### config.mk
export PLATFORM = sky130hd
export DESIGN_NAME = seg7_time_display
export DESIGN_NICKNAME = d
export VERILOG_FILES = /design/src/rtl/seg7_pkg.sv /design/src/rtl/bcd_to_seg7.sv /design/src/rtl/seg7_time_display.sv
export SDC_FILE = /design/constraint.sdc
export NUM_CORES = 1
export LEC_CHECK = 0
export ABC_CLOCK_PERIOD_IN_PS = 4750
export BUFFER_PORTS_ARGS = -buffer_cell sky130_fd_sc_hd__buf_2
export CORE_ASPECT_RATIO = 0.7
export CORE_MARGIN = 2
export CORE_UTILIZATION = 50
export DETAILED_ROUTE_END_ITERATION = 10
export PLACE_DENSITY_LB_ADDON = 0.15
export SLEW_MARGIN = 20
export SYNTH_ARGS = -nofsm -noshare
export SYNTH_HDL_FRONTEND = slang
export SYNTH_SLANG_ARGS = --single-unit
### constraint.sdc
create_clock -name clk -period 4.75 [get_ports clk]
set_input_delay 0.2375 -clock clk [delete_from_list [all_inputs] [get_ports clk]]
set_output_delay 0.2375 -clock clk [all_outputs]
set_load 0.01 [all_outputs]
### src/rtl/seg7_pkg.sv
// ---------------------------------------------------------------------------
// seg7_pkg: segment patterns, anode constant and FSM encoding for the display
// Revision: 1.0
// ---------------------------------------------------------------------------
`default_nettype none

package seg7_pkg;

  // Active-low cathode patterns, bit order g f e d c b a
  localparam logic [6:0] SEG_0     = 7'b1000000;
  localparam logic [6:0] SEG_1     = 7'b1111001;
  localparam logic [6:0] SEG_2     = 7'b0100100;
  localparam logic [6:0] SEG_3     = 7'b0110000;
  localparam logic [6:0] SEG_4     = 7'b0011001;
  localparam logic [6:0] SEG_5     = 7'b0010010;
  localparam logic [6:0] SEG_6     = 7'b0000010;
  localparam logic [6:0] SEG_7     = 7'b1111000;
  localparam logic [6:0] SEG_8     = 7'b0000000;
  localparam logic [6:0] SEG_9     = 7'b0010000;
  localparam logic [6:0] SEG_DASH  = 7'b0111111;
  localparam logic [6:0] SEG_BLANK = 7'b1111111;

  localparam logic [3:0] AN_OFF = 4'b1111;

  typedef enum logic [0:0] {
    BLANK = 1'b0,
    DRIVE = 1'b1
  } state_e;

endpackage

`default_nettype wire

### src/rtl/bcd_to_seg7.sv
// ---------------------------------------------------------------------------
// bcd_to_seg7: combinational BCD to active-low seven-segment decoder
// Revision: 1.0
// ---------------------------------------------------------------------------
`default_nettype none

module bcd_to_seg7
  import seg7_pkg::*;
(
  input  logic [3:0] bcd_i,
  output logic [6:0] seg_o
);

  always_comb begin
    seg_o = SEG_DASH;
    case (bcd_i)
      4'd0: seg_o = SEG_0;
      4'd1: seg_o = SEG_1;
      4'd2: seg_o = SEG_2;
      4'd3: seg_o = SEG_3;
      4'd4: seg_o = SEG_4;
      4'd5: seg_o = SEG_5;
      4'd6: seg_o = SEG_6;
      4'd7: seg_o = SEG_7;
      4'd8: seg_o = SEG_8;
      4'd9: seg_o = SEG_9;
      default: seg_o = SEG_DASH;
    endcase
  end

endmodule

`default_nettype wire

### src/rtl/seg7_time_display.sv
// ---------------------------------------------------------------------------
// seg7_time_display: multiplexed 2-digit BCD time display with per-slot
// blanking and frame-coherent snapshot. Option: SEG7_LEADING_ZERO_BLANK_EN.
// Revision: 1.0
// ---------------------------------------------------------------------------
`default_nettype none

module seg7_time_display
  import seg7_pkg::*;
#(
  parameter int DIGIT_CYCLES = 100000,
  parameter int BLANK_CYCLES = 1000
) (
  input  logic       clk,
  input  logic       init_regs,
  input  logic [7:0] time_reading,
  output logic [3:0] an,
  output logic [6:0] seg,
  output logic       dp
);

  localparam int CNT_W = (DIGIT_CYCLES > 2) ? $clog2(DIGIT_CYCLES) : 1;
  localparam logic [CNT_W-1:0] C_CNT_LAST = CNT_W'(DIGIT_CYCLES - 1);
  localparam logic [CNT_W-1:0] C_BLANK    = CNT_W'(BLANK_CYCLES);

  if (DIGIT_CYCLES < 2 || BLANK_CYCLES >= DIGIT_CYCLES || BLANK_CYCLES < 0) begin : g_bad_params
    $error("seg7_time_display: need DIGIT_CYCLES >= 2 and 0 <= BLANK_CYCLES < DIGIT_CYCLES");
  end

  logic [CNT_W-1:0] cnt_q, cnt_d;
  logic [1:0]       idx_q, idx_d;
  state_e           state_q, state_d;
  logic [7:0]       snap_q, snap_d;
  logic             first_q;
  logic [3:0]       an_q, an_d;
  logic [6:0]       seg_q, seg_d;
  logic [3:0]       nib;
  logic [6:0]       nib_seg;
  logic             show;

  always_comb begin
    cnt_d = cnt_q + 1'b1;
    idx_d = idx_q;
    if (cnt_q == C_CNT_LAST) begin
      cnt_d = '0;
      idx_d = idx_q + 2'd1;
    end
    state_d = (cnt_d < C_BLANK) ? BLANK : DRIVE;
    // Reload only at frame start, and once right after reset so frame 0 is live
    snap_d = snap_q;
    if (first_q || (cnt_d == '0 && idx_d == 2'd0)) begin
      snap_d = time_reading;
    end
  end

  assign nib = idx_q[0] ? snap_q[7:4] : snap_q[3:0];

  bcd_to_seg7 u_dec (
    .bcd_i (nib),
    .seg_o (nib_seg)
  );

`ifdef SEG7_LEADING_ZERO_BLANK_EN
  assign show = !(idx_q == 2'd1 && snap_q[7:4] == 4'd0);
`else
  assign show = 1'b1;
`endif

  always_comb begin
    an_d  = AN_OFF;
    seg_d = SEG_BLANK;
    if (state_q == DRIVE && !idx_q[1] && show) begin
      an_d  = ~(4'b0001 << idx_q);
      seg_d = nib_seg;
    end
  end

  always_ff @(posedge clk) begin
    if (init_regs) begin
      cnt_q   <= '0;
      idx_q   <= 2'd0;
      state_q <= BLANK;
      snap_q  <= 8'h00;
      first_q <= 1'b1;
      an_q    <= AN_OFF;
      seg_q   <= SEG_BLANK;
    end else begin
      cnt_q   <= cnt_d;
      idx_q   <= idx_d;
      state_q <= state_d;
      snap_q  <= snap_d;
      first_q <= 1'b0;
      an_q    <= an_d;
      seg_q   <= seg_d;
    end
  end

  assign an  = an_q;
  assign seg = seg_q;
  assign dp  = 1'b1;

endmodule

`default_nettype wire
==> reports/results.tsv <==
metric	value	unit
Global Route Usage Sum	18.5	%
CTS Sinks	40	
CTS buffer count	5	
CP max stage delay	0.41	ns
clock insertion delay at the later pin of the skew report	0.29	ns
Yosys reg bits	40	
CTS tree	built	
final worst path period share	52.3	%
max cap viols	0	
Hold Crit Class	in -> reg	
DRC Markers	0	
# H-tree levels	2	
r2r startpoint	cnt_q[0]$_SDFF_PP0_	
initial antenna violation count	0	
cts-stage hold buffer count	0	
Worst R2R Path Depth	8	
Final Util	58.4	%
Setup Buffers After CTS	0	
cts repair resizes	0	
CP max-delay cell	dfxtp_1	
Final Critical Period	2.48	ns
relative slew slack	50.9	%
Max VDD drop	0.277	mV
wire length per cell	13.2	um
critical path class	reg -> reg	
Root Buffer	clkbuf_8	
count leader, synth	dfxtp_1	
drt total wl	3990	um
cell leakage power	0.936	nW
mapped cell area	2140	sq um
Most used DFF post-synth	dfxtp_1	
CP Launch Point	cnt_q[0]$_SDFF_PP0_	
# setup viols final	0	
fmax	0.403	GHz
pwr dens	300	nW/um^2
Hold Worst Slack	0.196	ns
Post-synth top cells	dfxtp_1 (40), nand2_1 (27), nor2_1 (25), nand2b_1 (17), mux2i_1 (12)	
register area share after synthesis	37.4	%
Worst Path Arrival	2.64	ns
Port Buffers	20	
total number of vias	1596	
WHS Endpoint	snap_q[5]$_SDFFE_PP0P_	
Post-synth EDFFs	0	
DP Cell Count	293	
Yosys top cell area share	37.4	%
Final nets	268	
clk_skew	0.00478	ns
Die ar.	4830	sq um
WP data required	4.91	ns
Vias/cell	5.30	
1st-iter DRT viols	159	
Pre-antenna DRT Iters	4	
ant diodes	0	
min-delay src	time_reading[5]	
worst-margin pin slew	0.736	ns
area delta synth->final	9.40	%
outcome	completed	
post-route cell area	2340	sq um
Synthesized Nets	256	
largest area contributor in the netlist	dfxtp_1	
final setup TNS	0	ns
Slew Limit Fails	0	
post-route insts no fill	301	
Syn Inst Count	236	
Die X	82.3	um
vias in the first global route	1399	
Placed Area	2220	sq um
clock buffer depth	2	
first-pass GRT wire length	6720	um
Post-DP HPWL	2900	um
r2r setup slk	2.27	ns
Synth cell types	47	
layout cell share with drive strength beyond 1	15.3	%
crit-path max FO	13	
Placer Congestion	0.881	
Core Box Area	4020	sq um
R2R Path End	snap_q[4]$_SDFFE_PP0P_	
largest net degree at the start of global routing	32	
Final Hold Vio Count	0	
synth top area cells	dfxtp_1 (37%), ha_1 (5.8%), mux2i_1 (5.6%)	
async set-or-reset flop fraction in the synthesized netlist	0	%
crit start category	flop	
CP Cell Sequence	ha_1 > and4_1 > nand4_2 > inv_1 > o21ai_1 > and4bb_1 > a41oi_4 > mux2i_1	
row count	19	
total grt overflow	0	
delay-heaviest family, CP	simple AND/OR/NAND/NOR gates	
initial core utilization	53.3	%
Antenna Nets Post-Route	0	
worst hold path depth	3	
Mapped Avg Cell Area	9.08	sq um
Reg clk slew, reported paths	0.07	ns
unrepaired setup endpoints after global routing	no	
I/O pin total	22	
synth warn	0	
chip height	58.8	um
CP Capture Type	flop	
CP Buf/Inv Count	1	
[final cells by class]
cell class,count,area [sq um]
flip-flops and latches,40,801
clock buffers,7,96.3
clock inverters,1,30.0
well taps,52,65.1
fillers,366,1670
multi-input cells,174,1230
repair buffers,20,100
inverters,7,26.3
[cell usage in the layout, fill, tap and decap left out, types with 2 or more instances in the layout]
master	instances
a21boi_0	2
ha_1	10
nor3_1	3
nand2b_1	17
nor3b_1	2
a311oi_1	2
o21ai_0	8
nand3_1	5
nand2_1	27
nor2_1	25
xnor2_1	7
xor2_1	11
a21oi_1	5
and4bb_1	2
buf_2	20
inv_1	7
dfxtp_1	40
clkbuf_8	7
mux2_2	2
mux2i_1	12
nand4_1	6
and4_1	6
[metal layers]
metal | part of all wire (%) | wire length, um | vias up | global-route usage, %
met4 | 0.55 | 22 | 0 | 5.24
li1 | - | - | 837 | -
met1 | 54 | 2140 | 708 | 29.8
met5 | 0 | 0 | - | 0
met3 | 6.5 | 258 | 6 | 6.44
met2 | 39 | 1570 | 45 | 22.4
[flip-flops by register name, summed over array words and instances (netlist names)]
name	flops
first_q	1
state_q	1
snap_q	8
an	4
idx_q	2
seg	7
cnt_q	17
[report_power, final]
group / internal, mW / switching (mW) / leakage, nW / total [mW]
clock: 0.185 / 0.115 / 0.0645 / 0.300
sequential: 0.343 / 0.00601 / 0.325 / 0.349
combinational: 0.0235 / 0.0298 / 0.546 / 0.0532
[logic make-up after synthesis]
family	Yosys count	synth area share [%]
muxes	14	6.66
adders and majority gates	10	5.84
and+or+nand+nor	106	28.7
AOI/OAI and AO/OA	25	8.52
DFF	40	37.4
xor gates and xnor gates	18	7.36
other	1	0.175
buffers and inverters	22	5.43
[tightest hold or removal path, cell delays in order]
cell and delay [ns]:
buf_2 0.09, nand2b_1 0.05, mux2i_1 0.05
[metrics by stage]
step	worst slack [ns]	power, mW
floorplan	2.66	0.397
global placement	2.37	0.409
detailed placement	2.27	0.410
CTS	2.26	0.709
global route	2.06	0.736
finish	2.27	0.703
[worst max path at each step]
stage / endpoint / slack, ns / depth (start not counted)
2_1_floorplan: snap_q[0]$_SDFFE_PP0P_ / 2.66 / 8
3_3_place_gp: snap_q[3]$_SDFFE_PP0P_ / 2.37 / 8
3_5_place_dp: snap_q[4]$_SDFFE_PP0P_ / 2.27 / 8
4_1_cts: snap_q[4]$_SDFFE_PP0P_ / 2.26 / 8
5_1_grt: snap_q[4]$_SDFFE_PP0P_ / 2.06 / 8
6_report: snap_q[4]$_SDFFE_PP0P_ / 2.27 / 8
Note: power is estimated with default switching activity, not from simulation.
